==> config.mk <==
export PLATFORM = sky130hd
export DESIGN_NAME = alu_seg_addsub
export DESIGN_NICKNAME = d
export VERILOG_FILES = /design/src/rtl/alu_seg_addsub.sv
export SDC_FILE = /design/constraint.sdc
export NUM_CORES = 1
export LEC_CHECK = 0
export BUFFER_PORTS_ARGS = -buffer_cell sky130_fd_sc_hd__buf_2
export CAP_MARGIN = 20
export CORE_MARGIN = 10
export CORE_UTILIZATION = 52
export CTS_CLUSTER_SIZE = 30
export DETAILED_ROUTE_END_ITERATION = 8
export PLACE_DENSITY = 0.86
export SETUP_SLACK_MARGIN = 0.4
export SLEW_MARGIN = 0
export SYNTH_ARGS = -nofsm -noshare
export SYNTH_HDL_FRONTEND = slang
export SYNTH_SLANG_ARGS = --single-unit
==> constraint.sdc <==
create_clock -name clock -period 3.09 [get_ports clock]
set_input_delay 0.4635 -clock clock [delete_from_list [all_inputs] [get_ports clock]]
set_output_delay 0.4635 -clock clock [all_outputs]
set_load 0.1 [all_outputs]
==> src/rtl/alu_seg_addsub.sv <==
// Multi-cycle integer ALU that walks WIDTH-bit operands one SLICE-bit chunk per cycle,
// carrying the ripple carry in a register, with valid/ready handshakes on both sides.
module alu_seg_addsub #(
    parameter int WIDTH = 32,
    parameter int SLICE = 8
) (
    input  logic             clock,
    input  logic             reset,
    input  logic             io_in_valid,
    output logic             io_in_ready,
    input  logic [WIDTH-1:0] io_in_a,
    input  logic [WIDTH-1:0] io_in_b,
    input  logic [2:0]       io_in_op,
    output logic             io_out_valid,
    input  logic             io_out_ready,
    output logic [WIDTH-1:0] io_out_result,
    output logic             io_out_carry,
    output logic             io_out_overflow,
    output logic             io_out_zero,
    output logic             io_out_negative
);

    localparam int NSLICE = WIDTH / SLICE;
    localparam int IDX_W  = (NSLICE > 1) ? $clog2(NSLICE) : 1;
    localparam logic [IDX_W-1:0] LAST_IDX = IDX_W'(NSLICE - 1);

    localparam logic [2:0] OP_ADD   = 3'd0;
    localparam logic [2:0] OP_SUB   = 3'd1;
    localparam logic [2:0] OP_AND   = 3'd2;
    localparam logic [2:0] OP_OR    = 3'd3;
    localparam logic [2:0] OP_XOR   = 3'd4;
    localparam logic [2:0] OP_SLT   = 3'd5;
    localparam logic [2:0] OP_SLTU  = 3'd6;
    localparam logic [2:0] OP_PASSB = 3'd7;

    typedef enum logic [1:0] {
        S_IDLE,
        S_RUN,
        S_DONE
    } state_t;

    state_t state_q, state_d;

    logic [WIDTH-1:0] a_q, b_q, res_q;
    logic [2:0]       op_q;
    logic [IDX_W-1:0] idx_q;
    logic             carry_q, zero_acc_q;

    logic [WIDTH-1:0] result_q;
    logic             flag_c_q, flag_v_q, flag_z_q, flag_n_q;

    // SUB and both compares run A + ~B + 1 through the adder.
    function automatic logic is_sub_op(input logic [2:0] op);
        return (op == OP_SUB) || (op == OP_SLT) || (op == OP_SLTU);
    endfunction

    logic [SLICE-1:0] a_s, b_s, bx_s, slice_res;
    logic [SLICE:0]   sum_s;
    logic [WIDTH-1:0] res_full, fin_res;
    logic             last, ovf, cout, zero_slice, lt_bit;
    logic             fin_c, fin_v, fin_z;
    int               base;

    assign io_in_ready     = (state_q == S_IDLE);
    assign io_out_valid    = (state_q == S_DONE);
    assign io_out_result   = result_q;
    assign io_out_carry    = flag_c_q;
    assign io_out_overflow = flag_v_q;
    assign io_out_zero     = flag_z_q;
    assign io_out_negative = flag_n_q;

    always_comb begin
        base       = int'(idx_q) * SLICE;
        a_s        = a_q[base +: SLICE];
        b_s        = b_q[base +: SLICE];
        bx_s       = is_sub_op(op_q) ? ~b_s : b_s;
        sum_s      = {1'b0, a_s} + {1'b0, bx_s} + {{SLICE{1'b0}}, carry_q};
        cout       = sum_s[SLICE];
        ovf        = (a_s[SLICE-1] == bx_s[SLICE-1]) && (sum_s[SLICE-1] != a_s[SLICE-1]);
        last       = (idx_q == LAST_IDX);

        case (op_q)
            OP_AND:   slice_res = a_s & b_s;
            OP_OR:    slice_res = a_s | b_s;
            OP_XOR:   slice_res = a_s ^ b_s;
            OP_PASSB: slice_res = b_s;
            default:  slice_res = sum_s[SLICE-1:0];
        endcase

        zero_slice = zero_acc_q && (slice_res == '0);
        res_full   = res_q;
        res_full[base +: SLICE] = slice_res;

        // Final-slice view: compares collapse the difference to a single bit.
        lt_bit  = (op_q == OP_SLT) ? (sum_s[SLICE-1] ^ ovf) : ~cout;
        fin_res = res_full;
        fin_c   = 1'b0;
        fin_v   = 1'b0;
        fin_z   = zero_slice;
        case (op_q)
            OP_ADD, OP_SUB: begin
                fin_c = cout;
                fin_v = ovf;
            end
            OP_SLT, OP_SLTU: begin
                fin_res    = '0;
                fin_res[0] = lt_bit;
                fin_c      = cout;
                fin_v      = ovf;
                fin_z      = ~lt_bit;
            end
            default: ;
        endcase
    end

    always_comb begin
        state_d = state_q;
        case (state_q)
            S_IDLE: if (io_in_valid) state_d = S_RUN;
            S_RUN:  if (last) state_d = S_DONE;
            S_DONE: if (io_out_ready) state_d = S_IDLE;
            default: state_d = S_IDLE;
        endcase
    end

    always_ff @(posedge clock or negedge reset) begin
        if (!reset) state_q <= S_IDLE;
        else        state_q <= state_d;
    end

    always_ff @(posedge clock or negedge reset) begin
        if (!reset) begin
            a_q        <= '0;
            b_q        <= '0;
            op_q       <= OP_ADD;
            res_q      <= '0;
            idx_q      <= '0;
            carry_q    <= 1'b0;
            zero_acc_q <= 1'b0;
            result_q   <= '0;
            flag_c_q   <= 1'b0;
            flag_v_q   <= 1'b0;
            flag_z_q   <= 1'b0;
            flag_n_q   <= 1'b0;
        end else begin
            if (state_q == S_IDLE && io_in_valid) begin
                a_q        <= io_in_a;
                b_q        <= io_in_b;
                op_q       <= io_in_op;
                idx_q      <= '0;
                carry_q    <= is_sub_op(io_in_op);
                zero_acc_q <= 1'b1;
            end
            if (state_q == S_RUN) begin
                res_q      <= res_full;
                zero_acc_q <= zero_slice;
                if (!(op_q inside {OP_AND, OP_OR, OP_XOR, OP_PASSB})) carry_q <= cout;
                if (!last) idx_q <= idx_q + 1'b1;
                if (last) begin
                    result_q <= fin_res;
                    flag_c_q <= fin_c;
                    flag_v_q <= fin_v;
                    flag_z_q <= fin_z;
                    flag_n_q <= fin_res[WIDTH-1];
                end
            end
        end
    end

endmodule

==> out/metrics.yaml <==
clock_network:
  clock_latency_reported_for_the_late_side_of_the_worst_skew_pair_ns: 0.44
  tritoncts_num_sinks: 140
  tritoncts.num_buffers: 17
  ctsLongestPathBuffers: 2
  path_clk_slew_ns: 0.06
  cts_tree: "yes"
  h-tree-depth: 4
  root_cell_of_the_clock_tree: "clkbuf_16"
floorplanning:
  floorplan_core_area_um2: 13770
  chipWidth_um: 138.3
  row_count: 43
  die_area_um2: 19130
  io_pins: 109
  initial_utilization_pct: 52.84
  die_height_um: 138.3
yosys:
  ys_dominant_reg_cell: "dfrtp_1"
  postSynthCellCount: 644
  synth_nets: 746
  postSynth.asyncResetShare_pct: 100.0
  ys.warnings.count: 0
  syn_avg_cell_area_um2: 11.30
  synth_edf_count: 0
  netlist_area_um2: 7278
  synth.distinct_cells: 69
  postSynthRegisterBits: 140
  ys_seq_area_share_pct: 48.13
route:
  firstDrtPassIters: 5
  vias_per_cell: 6.036
  wl_per_cell_um: 22.10
  count_of_antenna_violating_nets_left_after_detailed_routing: 0
  finalWirelength_um: 22170
  route.detailed.drc: 0
  vias: 6054
  detailedRoute.firstIterationViolations: 613
critical_path:
  criticalPathCategory: "flop to flop"
  critical_path_peak_fanout: 6
  worst_reg2reg_path_depth: 12
  data_arrival_at_the_endpoint_of_the_critical_path_ns: 3.59
  timing.critical_path.to_type: "flop"
  timing.rr.start: "idx_q[0]"
  crit_required_ns: 3.42
  rrSetupSlack_ns: -0.17
  startpoint_type: "flop"
  r2r-end: "zero_acc_q"
sta:
  final.period_utilization_pct: 105.6
  final_ws_setup_ns: -0.1718
  timing.final.hold_violations: 0
  number_of_slew_limit_violations_in_the_final_report: 0
  max_slew_margin_pct: 46.96
  final.setup_skew_ns: 0.01863
  count_of_endpoints_failing_setup_in_the_final_report: 25
  setup_repair_after_global_routing_missed_its_margin: "true"
  worst_pin_slew_ns: 0.7917
  maximum_clock_rate_mhz: 306.6
  timing.final.crit_period_ns: 3.262
cells_and_area:
  register_area_um2: 3505
  area_added_between_synthesis_and_finish_pct: 33.11
  most_common_cell_after_layout_fill_and_taps_aside: "dfrtp_1"
  antennaDiodeCount: 0
  mostFrequentLayoutCells: "dfrtp_1, buf_2, mux2_2"
  post-route-util_pct: 70.34
  multi_input_area_um2: 3969
  layout.nets: 913
  fillers: 904
  final-instance-count-excl-fill: 1003
  share_of_cells_above_drive_strength_1_pct: 48.60
job:
  drv.max_cap_violation_count: 0
place:
  dp.final_hpwl_um: 13540
  post-place-ws_ns: -0.03499
  dp_cells: 926
  port_buffers: 108
  globalplace.congestion: 0.8824
grt:
  grt_util_all_layers_pct: 20.46
  maximum_number_of_pins_on_one_net_before_global_route_repair: 73
  gr-total-overflow: 0
  grt_pass1_wl_um: 32010
  grt_pass1_vias: 6131
  antenna_found_initial: 0
status:
  status: "finished with violations"
  failed_checks: "negative setup slack"
worst_hold_path:
  hold_class: "input pin to asynchronous set/reset pin"
## critical path: stages (launching register included)
cell,delay (ns)
dfrtp_2,0.45
mux4_2,0.58
xnor2_2,0.16
fa_2,0.38
inv_2,0.08
fa_2,0.19
a21o_1,0.16
nand4_1,0.19
a211oi_2,0.26
a211o_4,0.20
nand4_4,0.12
nor4_4,0.19
o21bai_1,0.19
## worst max-delay path by stage
| stage | start | endpoint | slack [ns] | cells after the start |
|---|---|---|---|---|
| after floorplan | idx_q[0] | io_out_zero | -0.03 | 13 |
| after global placement | idx_q[0] | io_out_zero | -0.01 | 12 |
| after detailed placement | idx_q[0] | io_out_zero | -0.03 | 12 |
| after CTS | idx_q[0] | io_out_zero | -0.02 | 11 |
| after global routing | idx_q[0] | zero_acc_q | -0.25 | 12 |
| final | idx_q[0] | zero_acc_q | -0.17 | 12 |
## registers in the layout, indices dropped and copies added, names as in the netlist
signal	flops
a_q	32
b_q	32
io_out_result	32
res_q	32
op_q	3
idx_q	2
state_q	2
carry_q	1
io_out_carry	1
io_out_overflow	1
io_out_zero	1
zero_acc_q	1
## cell families (layout without fill, tap and decap cells)
logic type / count (synthesis) / count (layout) / share of synthesized area (%)
AO/OA/AOI/OAI: 157 / 157 / 15.42
flip-flops: 140 / 140 / 48.13
AND/OR/NAND/NOR: 129 / 129 / 8.578
multiplexers: 87 / 87 / 15.61
buffers and inverters: 85 / 264 / 4.796
adder cells (fa/ha/maj): 32 / 32 / 5.673
XOR/XNOR: 14 / 14 / 1.788
## synth_stat cells, drive strengths merged, types with 2 or more instances
master,n,area (um2)
and4,2,17.52
o32ai,2,17.52
nor3b,2,15.01
nand4,3,25.02
inv,49,183.9
dfrtp,140,3503
xnor2,11,103.9
buf,13,77.57
mux2i,4,40.04
o22ai,24,156.4
a22o,24,219.0
a21o,2,15.01
nand3,4,20.02
nand2b,11,71.32
nor2b,14,87.58
a21oi,16,80.08
xor2,3,26.28
o2111ai,3,26.28
mux4,14,315.3
nand2,65,249.0
o211ai,5,47.54
mux2,69,780.7
o221ai,3,32.53
ha,29,362.9
a32o,4,40.04
clkbuf,22,82.58
and3,2,12.51
o21a,4,30.03
and2,2,12.51
nor2,18,67.56
o21ai,51,274.0
o21bai,2,15.01
fa,2,40.04
o31ai,5,37.54
## layer usage
layer  global-route usage [%]  routed length [um]  up-vias
met5                        0                   0        -
met4                    8.879                 822        0
met3                    5.959                1592       69
met2                    34.31               11320      327
met1                    23.85                8426     3008
li1                         -                   -     2650
## cell type report
class	instances	share of cell area (%)
multi-input cells	419	40.97
flip-flops and latches	140	36.17
repair buffers	183	12.81
clock buffers	24	5.076
well taps	180	2.325
inverters	50	1.989
clock inverters	7	0.6587
## through the flow
stage / instance area [um2] / TNS [ns] / hold WS (ns)
6_report: 9688 / -1.746 / 0.01031
5_1_grt: 9688 / -3.424 / 0.04018
4_1_cts: 9245 / -0.01630 / 0.02932
3_5_place_dp: 8295 / -0.05371 / 0.4678
3_3_place_gp: 8295 / -0.01437 / 0.4539
2_1_floorplan: 7422 / -0.02709 / 0.1679
## repair_timing
item                       CTS  global route
buffers inserted            24            22
setup endpoints to repair   61            69
pin swaps                   20            33
resized for setup           55            59
hold buffers                 0             0
Power is not shown: default switching activity piles up to over one toggle a cycle in this logic, so the estimate is an artifact.
